$ cat src/rtl/unified_mem_arbiter.sv
// Arbitrates one single-ported, variable-latency memory between instruction fetch and load/store.
// Data accesses win ties, and pipe_stall holds the pipeline until every request of the current pipeline cycle has been served.
module unified_mem_arbiter #(
    parameter int ADDR_W   = 32,
    parameter int DATA_W   = 32,
    parameter int MAX_WAIT = 15
) (
    input  logic              CLK,
    input  logic              RESET,
    input  logic              if_req,
    input  logic [ADDR_W-1:0] if_addr,
    output logic [DATA_W-1:0] if_rdata,
    input  logic              dm_read,
    input  logic              dm_write,
    input  logic [ADDR_W-1:0] dm_addr,
    input  logic [DATA_W-1:0] dm_wdata,
    output logic [DATA_W-1:0] dm_rdata,
    output logic              mem_req,
    output logic              mem_we,
    output logic [ADDR_W-1:0] mem_addr,
    output logic [DATA_W-1:0] mem_wdata,
    input  logic              mem_ack,
    input  logic [DATA_W-1:0] mem_rdata,
    output logic              pipe_stall,
    output logic              timeout_err
);

    typedef enum logic [1:0] {IDLE = 2'd0, DATA = 2'd1, FETCH = 2'd2} state_t;

    localparam logic [7:0] WAIT_LAST = 8'(MAX_WAIT - 1);

    state_t     state, state_nxt;
    logic       dflag, fflag;
    logic       dreq, data_pend, fetch_pend;
    logic       abort, done;
    logic [7:0] wait_cnt;

    assign dreq       = dm_read | dm_write;
    assign data_pend  = dreq & ~dflag;
    assign fetch_pend = if_req & ~fflag;
    assign pipe_stall = data_pend | fetch_pend;
    assign mem_req    = (state != IDLE);
    // An ack in the last allowed wait cycle still completes normally.
    assign abort      = mem_req & ~mem_ack & (wait_cnt == WAIT_LAST);
    assign done       = mem_req & (mem_ack | abort);

    always_comb begin
        state_nxt = state;
        case (state)
            IDLE: begin
                if (data_pend)
                    state_nxt = DATA;
                else if (fetch_pend)
                    state_nxt = FETCH;
            end
            DATA, FETCH: begin
                if (done)
                    state_nxt = IDLE;
            end
            default: state_nxt = IDLE;
        endcase
    end

    always_ff @(posedge CLK) begin
        if (RESET) begin
            state       <= IDLE;
            dflag       <= 1'b0;
            fflag       <= 1'b0;
            wait_cnt    <= '0;
            if_rdata    <= '0;
            dm_rdata    <= '0;
            mem_addr    <= '0;
            mem_wdata   <= '0;
            mem_we      <= 1'b0;
            timeout_err <= 1'b0;
        end else begin
            state <= state_nxt;
            // The pipeline advances on this edge; a completion below still sets its flag.
            if (!pipe_stall) begin
                dflag <= 1'b0;
                fflag <= 1'b0;
            end
            if (state == IDLE) begin
                wait_cnt <= '0;
                if (data_pend) begin
                    mem_addr  <= dm_addr;
                    mem_we    <= dm_write;
                    mem_wdata <= dm_wdata;
                end else if (fetch_pend) begin
                    mem_addr <= if_addr;
                    mem_we   <= 1'b0;
                end
            end else if (done) begin
                if (!mem_ack)
                    timeout_err <= 1'b1;
                if (state == DATA) begin
                    dflag <= 1'b1;
                    if (!mem_we)
                        dm_rdata <= mem_ack ? mem_rdata : '0;
                end else begin
                    fflag    <= 1'b1;
                    if_rdata <= mem_ack ? mem_rdata : '0;
                end
            end else begin
                wait_cnt <= wait_cnt + 8'd1;
            end
        end
    end

endmodule

$ cat config.mk
export PLATFORM = sky130hd
export DESIGN_NAME = unified_mem_arbiter
export DESIGN_NICKNAME = d
export VERILOG_FILES = /design/src/rtl/unified_mem_arbiter.sv
export SDC_FILE = /design/constraint.sdc
export NUM_CORES = 1
export LEC_CHECK = 0
export BUFFER_PORTS_ARGS = -buffer_cell sky130_fd_sc_hd__buf_4
export CAP_MARGIN = 5
export CORE_MARGIN = 10
export CORE_UTILIZATION = 51
export CTS_CLUSTER_DIAMETER = 30
export DETAILED_ROUTE_END_ITERATION = 10
export PLACE_DENSITY = 0.82
export SLEW_MARGIN = 20
export SYNTH_ARGS = -nofsm -noshare
export SYNTH_HDL_FRONTEND = slang
export SYNTH_SLANG_ARGS = --single-unit
$ cat constraint.sdc
create_clock -name CLK -period 3.4 [get_ports CLK]
set_clock_uncertainty 0.2 [all_clocks]
set_input_delay 0 -clock CLK [delete_from_list [all_inputs] [get_ports CLK]]
set_output_delay 0 -clock CLK [all_outputs]
set_load 0.02 [all_outputs]
==> report_table.html <==
<table>
<tr><th>Metric</th><th>Value</th></tr>
<tr><th colspan="2">Synth</th></tr>
<tr><td>Post-synthesis xor/xnor area fraction</td><td>0.00870</td></tr>
<tr><td>Largest family of logic cells by synthesized area</td><td>simple AND/OR/NAND/NOR gates</td></tr>
<tr><td>Count of synthesis-stage warnings from yosys</td><td>0</td></tr>
<tr><td>Yosys top cell area share</td><td>0.471</td></tr>
<tr><td>Syn avg cell area</td><td>8.29 µm²</td></tr>
<tr><td>Top post-synthesis cells by count</td><td>142 x sky130_fd_sc_hd__dfxtp_1, 132 x sky130_fd_sc_hd__nand2_1, 68 x sky130_fd_sc_hd__o21ai_0</td></tr>
<tr><td>Register area share after synthesis</td><td>0.471</td></tr>
<tr><td>Number of nets in the synthesized netlist</td><td>866</td></tr>
<tr><td>Portion of netlist area occupied by mux cells</td><td>0</td></tr>
<tr><td>Library cell with the largest summed area after synthesis</td><td>sky130_fd_sc_hd__dfxtp_1</td></tr>
<tr><td>Synthesized cell area</td><td>0.00604 mm²</td></tr>
<tr><td>Top area cells in the synthesized netlist</td><td>sky130_fd_sc_hd__dfxtp_1 47%, sky130_fd_sc_hd__nand2_1 8.2%, sky130_fd_sc_hd__nor2b_1 6.3%</td></tr>
<tr><td>Compound-cell area share of the yosys netlist</td><td>0.207</td></tr>
<tr><td>Proportion of register bits with asynchronous set or reset after synthesis</td><td>0</td></tr>
<tr><td>Most common cell in the netlist</td><td>sky130_fd_sc_hd__dfxtp_1</td></tr>
<tr><td>Number of cells produced by synthesis</td><td>728</td></tr>
<tr><td>Area share of and/or/nand/nor cells after synthesis</td><td>0.246</td></tr>
<tr><td>Flops &amp; latches, synth</td><td>142</td></tr>
<tr><td>Post-synth EDFFs</td><td>0</td></tr>
<tr><td>Predominant post-synthesis flop cell</td><td>sky130_fd_sc_hd__dfxtp_1</td></tr>
<tr><td>Post-synthesis cell type count</td><td>45</td></tr>
<tr><td>Synth Area in Adders</td><td>0.00829</td></tr>
<tr><th colspan="2">Setup path</th></tr>
<tr><td>Startpoint type of the worst setup path</td><td>register</td></tr>
<tr><td>Sequence of cells on the critical path</td><td>inv_1 &gt; ha_1 &gt; o21a_2 &gt; buf_4 &gt; nor2_1 &gt; a311oi_1 &gt; dlygate4sd3_1</td></tr>
<tr><td>Max stage delay cell, worst path</td><td>sky130_fd_sc_hd__o21a_2</td></tr>
<tr><td>Crit. Startpoint</td><td>state[0]</td></tr>
<tr><td>Required time of the critical path</td><td>3.55 ns</td></tr>
<tr><td>WS Path Type</td><td>register to register</td></tr>
<tr><td>Gate family responsible for the most delay along the worst path</td><td>buffers and inverters</td></tr>
<tr><td>Startpoint of the most critical register-to-register path</td><td>state[0]</td></tr>
<tr><td>Biggest fanout along the worst timing path</td><td>37</td></tr>
<tr><td>Critical Path Sink Type</td><td>register</td></tr>
<tr><td>Data arrival time of the worst path</td><td>3.38 ns</td></tr>
<tr><td>Max stage delay on crit path</td><td>0.71 ns</td></tr>
<tr><td>Buffers &amp; Inverters on Critical Path</td><td>3</td></tr>
<tr><th colspan="2">Global routing</th></tr>
<tr><td>Initial antenna violation count</td><td>0</td></tr>
<tr><td>Remaining global-route overflow</td><td>0</td></tr>
<tr><td>Maximum number of pins on one net before global-route repair</td><td>86</td></tr>
<tr><td>Number of global-route vias before repair</td><td>8068</td></tr>
<tr><td>Global-route wire length before repair</td><td>45.4 mm</td></tr>
<tr><td>Total routing resource utilization after global routing</td><td>0.345</td></tr>
<tr><th colspan="2">Timing</th></tr>
<tr><td>Final-report hold violation count</td><td>0</td></tr>
<tr><td>Setup total negative slack</td><td>0 ns</td></tr>
<tr><td>Least-Margin Pin Slew</td><td>0.748 ns</td></tr>
<tr><td>Achievable frequency</td><td>0.310 GHz</td></tr>
<tr><td>Min Tclk post-route</td><td>3.22 ns</td></tr>
<tr><td>Setup repair after global routing missed its margin</td><td>no</td></tr>
<tr><td>Final setup viols</td><td>0</td></tr>
<tr><td>Worst hold margin</td><td>0.0967 ns</td></tr>
<tr><td>Tcrit/Tclk final</td><td>0.948</td></tr>
<tr><td>Max-slew violation count</td><td>0</td></tr>
<tr><td>Slew margin rel.</td><td>0.502</td></tr>
<tr><th colspan="2">Drt</th></tr>
<tr><td>Detailed-router iteration count before antenna repair</td><td>6</td></tr>
<tr><td>Vias per Instance</td><td>5.95</td></tr>
<tr><td>Remaining number of nets flagged by the antenna check after routing</td><td>0</td></tr>
<tr><td>Per-cell routed wire length</td><td>23.0 µm</td></tr>
<tr><td>Final WL</td><td>29.6 mm</td></tr>
<tr><td>Residual DRC</td><td>0</td></tr>
<tr><td>Total number of vias</td><td>7655</td></tr>
<tr><td>Detailed router's first-iteration violation count</td><td>1034</td></tr>
<tr><th colspan="2">Flow run</th></tr>
<tr><td>Maximum Capacitance Violations</td><td>0</td></tr>
<tr><th colspan="2">Clock network</th></tr>
<tr><td>Postcts setup bufs</td><td>0</td></tr>
<tr><td>Number of clock buffers inserted by TritonCTS</td><td>17</td></tr>
<tr><td>Clock-pin slew on the worst setup and hold paths</td><td>0.06 ns</td></tr>
<tr><td>Count of clock tree sinks</td><td>142</td></tr>
<tr><td>Number of H-tree branching levels</td><td>4</td></tr>
<tr><td>Clock Tree Buf Depth</td><td>2</td></tr>
<tr><td>Root Buffer Master</td><td>sky130_fd_sc_hd__clkbuf_16</td></tr>
<tr><td>Clock latency of the later-clocked register in the worst-skew pair</td><td>0.43 ns</td></tr>
<tr><td>Clock tree from TritonCTS</td><td>done</td></tr>
<tr><th colspan="2">Layout</th></tr>
<tr><td>Net total in the final layout</td><td>1270</td></tr>
<tr><td>Cell area after layout</td><td>0.0103 mm²</td></tr>
<tr><td>Number of inserted diodes</td><td>0</td></tr>
<tr><td>Post-route non-filler standard cell count</td><td>1287</td></tr>
<tr><td>Filler cell count</td><td>461</td></tr>
<tr><td>Area growth from synthesis to layout</td><td>70.2%</td></tr>
<tr><td>Share of layout cells above drive strength 1</td><td>0.281</td></tr>
<tr><th colspan="2">Place</th></tr>
<tr><td>Weighted congestion reported at the end of routability-driven placement</td><td>0.815</td></tr>
<tr><td>Count of placed standard cells including taps</td><td>1084</td></tr>
<tr><td>Placement Cell Area</td><td>0.00796 mm²</td></tr>
<tr><td>IO buf count</td><td>265</td></tr>
<tr><td>Sum of net half-perimeters after detailed placement</td><td>14.2 mm</td></tr>
<tr><th colspan="2">Min path</th></tr>
<tr><td>Worst Hold Class</td><td>input pin to register</td></tr>
<tr><td>Start point of the worst hold path</td><td>dm_read</td></tr>
<tr><th colspan="2">Pwr</th></tr>
<tr><td>Total power per unit cell area</td><td>569 mW/mm²</td></tr>
<tr><td>Sum of internal, switching and leakage power</td><td>5.84 mW</td></tr>
<tr><td>Cell leakage power</td><td>4.55 nW</td></tr>
<tr><td>Maximum VDD drop</td><td>0.000426 V</td></tr>
<tr><th colspan="2">Die</th></tr>
<tr><td>Effective utilization at floorplan</td><td>0.524</td></tr>
<tr><td>Die Area</td><td>0.0166 mm²</td></tr>
<tr><td>Std cell rows</td><td>39</td></tr>
<tr><td>X dimension of the die</td><td>129 µm</td></tr>
<tr><td>Top-level I/O count</td><td>266</td></tr>
<tr><td>Core box area</td><td>0.0115 mm²</td></tr>
<tr><td>Die Height</td><td>129 µm</td></tr>
<tr><th colspan="2">Outcome</th></tr>
<tr><td>Status</td><td>completed</td></tr>
</table>
-- cells by family after synthesis --
kind of cell / count (synthesis)
AO/OA/AOI/OAI: 214
XOR/XNOR: 6
adder cells (fa/ha/maj): 4
buffers and inverters: 66
flip-flops: 142
AND/OR/NAND/NOR: 296
-- final timing paths --
path                        to  cells after the start  slack [ns]
setup / recovery  mem_addr[11]                      7        0.18
hold / removal        state[0]                      4         0.1
setup reg to reg  mem_addr[11]                      7        0.18
hold reg to reg    timeout_err                      2        0.30
-- stage by stage --
stage / setup slack [ns] / util
after floorplan: 1.45 / -
after global placement: 1.11 / 0.691
after detailed placement: 1.06 / 0.691
after CTS: 0.490 / 0.892
after global routing: 0.0820 / 0.892
final: 0.177 / 0.892
-- flip-flops by register name, summed over array words and instances, names as in the netlist --
register,flops
dflag,1
dm_rdata,32
fflag,1
if_rdata,32
mem_addr,32
mem_wdata,32
mem_we,1
state,2
timeout_err,1
wait_cnt,8
-- worst reg2reg max path, cell delays in order, from the launching register on --
cell                            delay [ns]
sky130_fd_sc_hd__dfxtp_1              0.35
sky130_fd_sc_hd__inv_1                0.12
sky130_fd_sc_hd__ha_1                 0.41
sky130_fd_sc_hd__o21a_2               0.71
sky130_fd_sc_hd__buf_4                0.32
sky130_fd_sc_hd__nor2_1               0.07
sky130_fd_sc_hd__a311oi_1             0.32
sky130_fd_sc_hd__dlygate4sd3_1        0.64
-- routing by layer --
| layer | share of wire | vias up | GRT usage |
|---|---|---|---|
| li1 | - | 3300 | - |
| met1 | 0.35 | 3581 | 0.368 |
| met2 | 0.47 | 617 | 0.572 |
| met3 | 0.11 | 157 | 0.118 |
| met4 | 0.064 | 0 | 0.234 |
| met5 | 0 | - | 0 |
-- cell type report --
class	count	area (µm²)	share of cell area
timing repair buffer	447	3800	0.370
multi-input combinational	520	2850	0.277
sequential	142	2840	0.277
clock buffer	25	485	0.0472
tap	143	179	0.0174
clock inverter	6	108	0.0105
inverter	4	15.0	0.00146
-- power breakdown --
group,switching (mW),total (mW),internal (mW)
Clock,0.711,1.92,1.21
Sequential,0.147,2.00,1.86
Combinational,1.11,1.92,0.815
Total,1.97,5.84,3.88
-- placed cells by master, fill, tap and decap left out, types with 5 or more instances in the layout --
cell                              n
sky130_fd_sc_hd__buf_4          274
sky130_fd_sc_hd__dlygate4sd3_1  172
sky130_fd_sc_hd__dfxtp_1        142
sky130_fd_sc_hd__nand2_1        132
sky130_fd_sc_hd__o21ai_0         68
sky130_fd_sc_hd__o21ai_1         62
sky130_fd_sc_hd__nor2b_1         61
sky130_fd_sc_hd__nor2_1          44
sky130_fd_sc_hd__a21oi_1         35
sky130_fd_sc_hd__nand3b_1        32
sky130_fd_sc_hd__a311oi_1        32
sky130_fd_sc_hd__clkbuf_16       17
sky130_fd_sc_hd__and2b_2          6
sky130_fd_sc_hd__clkbuf_1         5
-- timing repair --
action / CTS / global route
endpoints found under the setup margin: 0 / 2
hold buffers: 172 / 0
gates resized for setup: 0 / 1
endpoints found under the hold margin: 134 / 0
(Power assumes the default switching activity.)
